### src/rtl/game_pkg.sv
// Constants and types shared between the button conditioner and the sequence game core.
package game_pkg;

  localparam int NBTN = 4;
  localparam int SYM_W = 2;
  localparam int DEBOUNCE_DEFAULT = 4;

  typedef enum logic [1:0] {
    IDLE,
    HELD,
    LOCK
  } btn_st_t;

  function automatic int count_ones(input logic [NBTN-1:0] v);
    count_ones = 0;
    for (int i = 0; i < NBTN; i++) begin
      if (v[i]) count_ones = count_ones + 1;
    end
  endfunction

  // Only meaningful when v is one-hot; callers check that first.
  function automatic logic [SYM_W-1:0] onehot_index(input logic [NBTN-1:0] v);
    onehot_index = '0;
    for (int i = 0; i < NBTN; i++) begin
      if (v[i]) onehot_index = SYM_W'(i);
    end
  endfunction

endpackage

### src/rtl/debounce1.sv
// One button: two-flop synchronizer followed by a stable-count debouncer.
module debounce1
  import game_pkg::*;
#(
  parameter int DEBOUNCE_CYCLES = DEBOUNCE_DEFAULT
) (
  input  logic clk,
  input  logic reset,
  input  logic run,
  input  logic raw,
  output logic lvl
);

  logic       sync1;
  logic       sync2;
  logic [7:0] cnt;

  // The level only flips after DEBOUNCE_CYCLES consecutive mismatching samples.
  always_ff @(posedge clk or negedge reset) begin
    if (!reset) begin
      sync1 <= 1'b0;
      sync2 <= 1'b0;
      cnt   <= '0;
      lvl   <= 1'b0;
    end else if (run) begin
      sync1 <= raw;
      sync2 <= sync1;
      if (sync2 != lvl) begin
        if (cnt == 8'(DEBOUNCE_CYCLES - 1)) begin
          lvl <= sync2;
          cnt <= '0;
        end else begin
          cnt <= cnt + 8'd1;
        end
      end else begin
        cnt <= '0;
      end
    end
  end

endmodule

### src/rtl/btn_cond4.sv
// Conditions four raw player buttons into clean one-hot press pulses for the game core.
module btn_cond4
  import game_pkg::*;
#(
  parameter int DEBOUNCE_CYCLES = DEBOUNCE_DEFAULT
) (
  input  logic             clk,
  input  logic             reset,
  input  logic             en,
  input  logic [NBTN-1:0]  raw,
  output logic [NBTN-1:0]  b,
  output logic [SYM_W-1:0] code,
  output logic             valid,
  output logic             multi,
  output logic             held
);

  logic             run;
  logic [NBTN-1:0]  lvl;
  logic [NBTN-1:0]  lvl_d;
  logic [NBTN-1:0]  rise;
  int               n_rise;
  btn_st_t          state;
  btn_st_t          state_next;
  logic [NBTN-1:0]  b_next;
  logic [SYM_W-1:0] code_next;
  logic             valid_next;
  logic             multi_next;

  // Reset release is retimed: nothing else moves until the edge after this flop sets.
  always_ff @(posedge clk or negedge reset) begin
    if (!reset) run <= 1'b0;
    else        run <= 1'b1;
  end

  for (genvar i = 0; i < NBTN; i++) begin : g_db
    debounce1 #(.DEBOUNCE_CYCLES(DEBOUNCE_CYCLES)) u_db (
      .clk  (clk),
      .reset(reset),
      .run  (run),
      .raw  (raw[i]),
      .lvl  (lvl[i])
    );
  end

  assign rise = lvl & ~lvl_d;

  always_comb begin
    state_next = state;
    b_next     = '0;
    code_next  = code;
    valid_next = 1'b0;
    multi_next = 1'b0;
    n_rise     = count_ones(rise);
    case (state)
      IDLE: begin
        if (n_rise == 1) begin
          state_next = HELD;
          if (en) begin
            b_next     = rise;
            code_next  = onehot_index(rise);
            valid_next = 1'b1;
          end
        end else if (n_rise > 1) begin
          state_next = LOCK;
          multi_next = en;
        end
      end
      HELD: begin
        if (n_rise != 0) begin
          state_next = LOCK;
          multi_next = en;
        end else if (lvl == '0) begin
          state_next = IDLE;
        end
      end
      LOCK: begin
        if (lvl == '0) state_next = IDLE;
      end
      default: state_next = IDLE;
    endcase
  end

  always_ff @(posedge clk or negedge reset) begin
    if (!reset) begin
      state <= IDLE;
      lvl_d <= '0;
      b     <= '0;
      code  <= '0;
      valid <= 1'b0;
      multi <= 1'b0;
      held  <= 1'b0;
    end else if (run) begin
      state <= state_next;
      lvl_d <= lvl;
      b     <= b_next;
      code  <= code_next;
      valid <= valid_next;
      multi <= multi_next;
      held  <= |lvl;
    end
  end

endmodule

### config.mk
export PLATFORM = sky130hd
export DESIGN_NAME = btn_cond4
export DESIGN_NICKNAME = d
export VERILOG_FILES = /design/src/rtl/game_pkg.sv /design/src/rtl/debounce1.sv /design/src/rtl/btn_cond4.sv
export SDC_FILE = /design/constraint.sdc
export NUM_CORES = 1
export LEC_CHECK = 0
export ABC_AREA = 1
export BUFFER_PORTS_ARGS = -buffer_cell sky130_fd_sc_hd__buf_2
export CORE_MARGIN = 2
export CORE_UTILIZATION = 45
export CTS_BUF_LIST = sky130_fd_sc_hd__clkbuf_4
export DETAILED_ROUTE_END_ITERATION = 8
export GPL_TIMING_DRIVEN = 0
export PLACE_DENSITY = 0.73
export SETUP_SLACK_MARGIN = 0.1
export SLEW_MARGIN = 20
export SYNTH_ARGS = -nofsm -noshare
export SYNTH_HDL_FRONTEND = slang
export SYNTH_SLANG_ARGS = --single-unit
### constraint.sdc
create_clock -name clk -period 3.41 [get_ports clk]
set_clock_uncertainty 0.05 [all_clocks]
set_input_delay 0.341 -clock clk [delete_from_list [all_inputs] [get_ports clk]]
set_output_delay 0.341 -clock clk [all_outputs]
set_load 0.03 [all_outputs]
### Word-level counts from Yosys, hierarchy flattened

Index checks and enable logic that the tools add are counted.

* register bits after elaboration: 60
* input bits: 7
* word-level logic and storage cells: 86

* multiplexer cells: 30
* add/subtract/negate cells: 7
* bitwise gates (word level): 2
* magnitude comparators: 1
* reductions and logical operators: 10
* equality and inequality tests: 12

Operator list (count)
* 32-bit by 2-bit adder with 32-bit output, second input constant: 3
* 32-bit two-way mux: 3
* 8-bit two-way mux: 8
* 8-bit by 1-bit adder with 8-bit output, second input constant: 4
* 32-bit by 2-bit equality test with 1-bit output, second input constant: 1
* 8-bit by 2-bit equality test with 1-bit output, second input constant: 4
* 32-bit by 2-bit greater-than comparator with 1-bit output, second input constant: 1
* 32-bit nonzero test: 1
* 2-bit two-way mux: 6
* 4-bit two-way mux: 3
* 3-bit AND reduction: 4
* 1-bit two-way mux: 8
* 2-bit case mux with 3 select lines: 1
* 4-bit bitwise AND: 1
* 4-bit zero test: 1
* 1-bit != test: 4
* 4-bit inverter: 1
* 4-bit AND reduction: 1
* 4-bit OR reduction: 1
* 3-bit != test, second input constant: 1
* 2-bit by 1-bit equality test with 1-bit output, second input constant: 1
* 2-bit equality test, second input constant: 1
* 2-bit zero test: 1
* 1-bit case mux with 2 select lines: 1
* 2-bit AND reduction: 1

### Longest topological paths before layout

* word-level depth: 13
* gate-level depth with buffers: 14

### Cells and area by module

From an unflattened synthesis, not the netlist that was laid out.

* cells, all modules: 459
* area total of the unflattened synthesis: 3440.8 um^2

By module, submodules not included
* debounce1: seq. area each 275.3 um^2, area an instance 616.8 um^2, instances 4, cells an instance 83
* btn_cond4: seq. area each 400.4 um^2, area an instance 973.4 um^2, instances 1, cells an instance 127

### Least setup slack after synthesis

Ideal clock, no wire load.

* kind: flip-flop to flip-flop
* start: reg lvl_d[1]
* end: reg code[0]
* arrival: 1.549 ns
* library setup time: 0.122 ns
* stages on the path, launching flop included: 14
* setup slack: 1.689 ns
* data required time: 3.238 ns
* path buffers: 0
* period minus slack after synthesis: 1.721 ns
* cells stage by stage: dfrtp_1 -> inv_1 -> nand2_2 -> ha_1 -> inv_1 -> nand2_1 -> nand3_1 -> nand2_1 -> nand2_2 -> nand3_2 -> inv_2 -> nand2_4 -> nand2_1 -> o21ai_2

* cells in the longest elaborated chain, start to end: 9

Ends and longest elaborated chain
* from (decl): RTL line btn_cond4.sv:20 `logic [NBTN-1:0] lvl_d;`
* from (signal assigned): RTL line btn_cond4.sv:95 `lvl_d <= lvl;`
* 4-bit inverter *: RTL line btn_cond4.sv:46 `assign rise = lvl & ~lvl_d;`
* 4-bit bitwise AND *: RTL line btn_cond4.sv:46
* 32-bit two-way mux: RTL line game_pkg.sv:17 `if (v[i]) count_ones = count_ones + 1;`
* 32-bit by 2-bit adder with 32-bit output: RTL line game_pkg.sv:17
* 32-bit two-way mux: RTL line game_pkg.sv:17
* 32-bit by 2-bit adder with 32-bit output: RTL line game_pkg.sv:17
* 32-bit two-way mux: RTL line game_pkg.sv:17
* 32-bit by 2-bit equality test with 1-bit output: RTL line btn_cond4.sv:57 `if (n_rise == 1) begin`
* 4-bit AND reduction (no source line)
* to (signal assigned): RTL line btn_cond4.sv:97 `code <= code_next;`
* to (decl): RTL line btn_cond4.sv:12 `output logic [SYM_W-1:0] code,`

Mark *: on every way between the ends. The rest lies on a longest branch, timed or not.
A chain may end at the register's enable or synchronous reset.

### Final worst setup path

* start: reg lvl_d[0]
* end: reg code[0]

* cells in the longest elaborated chain, start to end: 11

Ends and longest elaborated chain (RTL line)
* 4-bit inverter *: btn_cond4.sv:46
* 4-bit bitwise AND *: btn_cond4.sv:46
* 1-bit two-way mux *: game_pkg.sv:17
* 32-bit by 2-bit adder with 32-bit output: game_pkg.sv:17
* 32-bit two-way mux *: game_pkg.sv:17
* 32-bit by 2-bit adder with 32-bit output: game_pkg.sv:17
* 32-bit two-way mux *: game_pkg.sv:17
* 32-bit by 2-bit adder with 32-bit output: game_pkg.sv:17
* 32-bit two-way mux *: game_pkg.sv:17
* 32-bit by 2-bit equality test with 1-bit output *: btn_cond4.sv:57
* 4-bit AND reduction (no source line) *

Marked as above.

==> impl_metrics.yaml <==
outcome:
  status: "complete, no violations"
yosys:
  yosysWarningCount: 0
  synth_ff_type: "dfrtp_1"
  seq_area_frac_synth: 0.487
  yosysUniqueCellTypes: 35
  synth_edf_count: 0
  syn-cell-area_um2: 3080
  ys_async_sr_fraction: 1.00
  post_synth.cell_area_avg_um2: 8.09
  synthesis.nets: 393
  synth_seq_cells: 60
  syn_inst: 381
floorplan:
  die_y_um: 86.8
  num_io_pins: 16
  fp-row-count: 30
  initial_core_util: 0.459
  die_w_um: 86.8
  dieArea_um2: 7530
  fp.coreArea_um2: 6720
placement:
  pre_cts_slack_ns: 1.51
  gp_congestion: 0.865
  port_buffers: 15
  hpwlAfterDp_um: 4170
sta:
  finalSetupViolations: 0
  rsz0062_at_grt: "false"
  min_period_ns: 1.92
  tns_ns: 0
  tightestPinTransition_ns: 0.753
  fin_ws_ns: 1.49
  hold_viol: 0
  fmax_mhz: 521
  slew_headroom: 0.498
  min_period_over_period: 0.563
  drv_slew: 0
worst_setup_path:
  cp.required_ns: 3.66
  arrival_ns: 2.17
  cp-end-kind: "flop"
  r2r-end: "code[0]$_DFFE_PN0P_"
  path_max_fanout: 8
  reg2reg_depth: 12
  startpoint_type: "flop"
  r2r_start: "lvl_d[0]$_DFFE_PN0P_"
  r2r_slack_ns: 1.49
  path_class: "flop to flop"
cells_and_area:
  regArea_um2: 1500
  layout_commonest_cell: "nand2_1"
  multi_input_area_um2: 1330
  num_antenna_cells: 0
  layout-drive-gt1-share: 0.146
  nFillCells: 630
  final_nets: 420
  layout_common_cells: "nand2_1 (111), dfrtp_1 (60), inv_1 (48)"
  area_growth_pct: 9.90
clocking:
  cts_sinks: 60
  cts_made_buffers: 9
  clockBufferDepth: 2
  htree_levels: 3
  clk_pin_slew_worst_paths_ns: 0.10
  root_buffer: "clkbuf_4"
  cts_resized: 0
  post_cts_buffers: 0
  clk_latency_ns: 0.41
  cts_tree: "yes"
drt:
  routed_wl_um: 5920
  drt-initial-drc-count: 152
  vias: 2471
  viasPerCell: 5.03
  firstDrtPassIters: 4
  postRouteAntennaNets: 0
  drc: 0
  wl_per_cell_um: 12.1
job:
  timing.max_cap.violations: 0
hold_path:
  hp-start: "raw[0]"
  whs_path_depth: 3
  hold_path_end: "g_db[0].u_db.sync1$_DFFE_PN0P_"
  hold_path.class: "input pin to flop"
power:
  ir_drop_mv: 0.438
  power.density_nw_per_um2: 736
  p_leak_nw: 1.71
global_routing:
  grt_first_pass_wirelength_um: 10400
  grt_remaining_overflow: 0
  antenna_found_initial: 0
  grt_max_degree: 61
  grt_pass1_vias: 2413
  grt_usage: 0.178
## logic make-up after synthesis
logic type	count (synthesis)	share of synthesized area
AND/OR/NAND/NOR	209	0.318
buffers and inverters	61	0.0816
XOR/XNOR	7	0.0199
AO/OA/AOI/OAI	38	0.0722
adder cells (fa/ha/maj)	5	0.0203
flip-flops	60	0.487
other	1	0.00122
## per-layer routing
layer / track usage / wire, um / vias up
met4: 0.0739 / 121 / 0
met3: 0.0619 / 213 / 14
li1: - / - / 1268
met2: 0.286 / 2730 / 28
met5: 0 / 0 / -
met1: 0.219 / 2860 / 1161
## per-stage QoR
step	total power [W]	hold slack [ns]	instances	utilization	area (um2)
5_1_grt	0.00272	0.0754	491	0.504	3390
3_3_place_gp	0.00200	0.404	476	0.485	3260
6_report	0.00249	0.0829	491	0.504	3390
4_1_cts	0.00251	0.0586	491	0.504	3390
2_1_floorplan	0.00181	-0.00459	381	-	3080
3_5_place_dp	0.00204	0.409	476	0.485	3260
## power breakdown
| part | switching [W] | internal (W) |
|---|---|---|
| registers | 0.000141 | 0.000875 |
| logic | 0.000670 | 0.000344 |
| clock network | 0.000244 | 0.000218 |
| total | 0.00106 | 0.00144 |
## worst max-delay path, cell delays in order, from the launching register on
cell,delay (ns)
dfrtp_1,0.37
inv_1,0.06
nand2_1,0.12
ha_1,0.37
nand3_1,0.14
nand3_1,0.11
nand2_1,0.06
nand2_2,0.10
nand3_2,0.10
inv_2,0.10
nand2_4,0.09
nand2_1,0.09
o21ai_2,0.05
## Yosys cell counts (4+ instances only)
| library cell | count | share of area |
|---|---|---|
| buf_2 | 4 | 0.0065 |
| inv_2 | 4 | 0.0049 |
| nand3_1 | 20 | 0.032 |
| nor2_1 | 33 | 0.040 |
| nor3_1 | 14 | 0.023 |
| dfrtp_1 | 60 | 0.49 |
| o21ai_2 | 5 | 0.014 |
| nor3b_2 | 4 | 0.016 |
| nand4_1 | 5 | 0.010 |
| inv_1 | 48 | 0.058 |
| nand2_1 | 111 | 0.14 |
| nor3b_1 | 5 | 0.012 |
| nor3_2 | 4 | 0.013 |
| o21ai_0 | 15 | 0.024 |
| ha_1 | 5 | 0.020 |
| a21oi_1 | 8 | 0.013 |
| a31oi_1 | 4 | 0.0081 |
| xor2_1 | 6 | 0.017 |
## state kept, by name, indices dropped and copies added (netlist names)
register         cells
held                 1
g_db.u_db.sync2      4
g_db.u_db.cnt       32
b                    4
code                 2
state                2
g_db.u_db.sync1      4
g_db.u_db.lvl        4
multi                1
valid                1
run                  1
lvl_d                4
## worst max path at each step
stage	cells past startpoint	end	slack (ns)	startpoint
finish	12	code[0]$_DFFE_PN0P_	1.49	lvl_d[0]$_DFFE_PN0P_
detailed placement	12	code[0]$_DFFE_PN0P_	1.51	lvl_d[0]$_DFFE_PN0P_
global placement	12	code[0]$_DFFE_PN0P_	1.57	lvl_d[0]$_DFFE_PN0P_
floorplan	13	code[0]$_DFFE_PN0P_	1.69	lvl_d[1]$_DFFE_PN0P_
global route	13	multi$_DFFE_PN0P_	1.29	g_db[0].u_db.lvl$_DFFE_PN0P_
CTS	12	code[0]$_DFFE_PN0P_	1.48	lvl_d[0]$_DFFE_PN0P_
## layout make-up
class	instances	share of cell area
buffer	8	0.0148
sequential	60	0.443
timing repair buffer	16	0.0258
clock buffer	10	0.0222
inverter	53	0.0595
tap	80	0.0295
clock inverter	4	0.0126
multi-input combinational	260	0.393
## repair_timing
action	in CTS	in global routing
endpoints found under the hold margin	60	0
hold buffers	1	0
endpoints found under the setup margin	0	0
No activity file was read; power rests on OpenSTA's default activity.
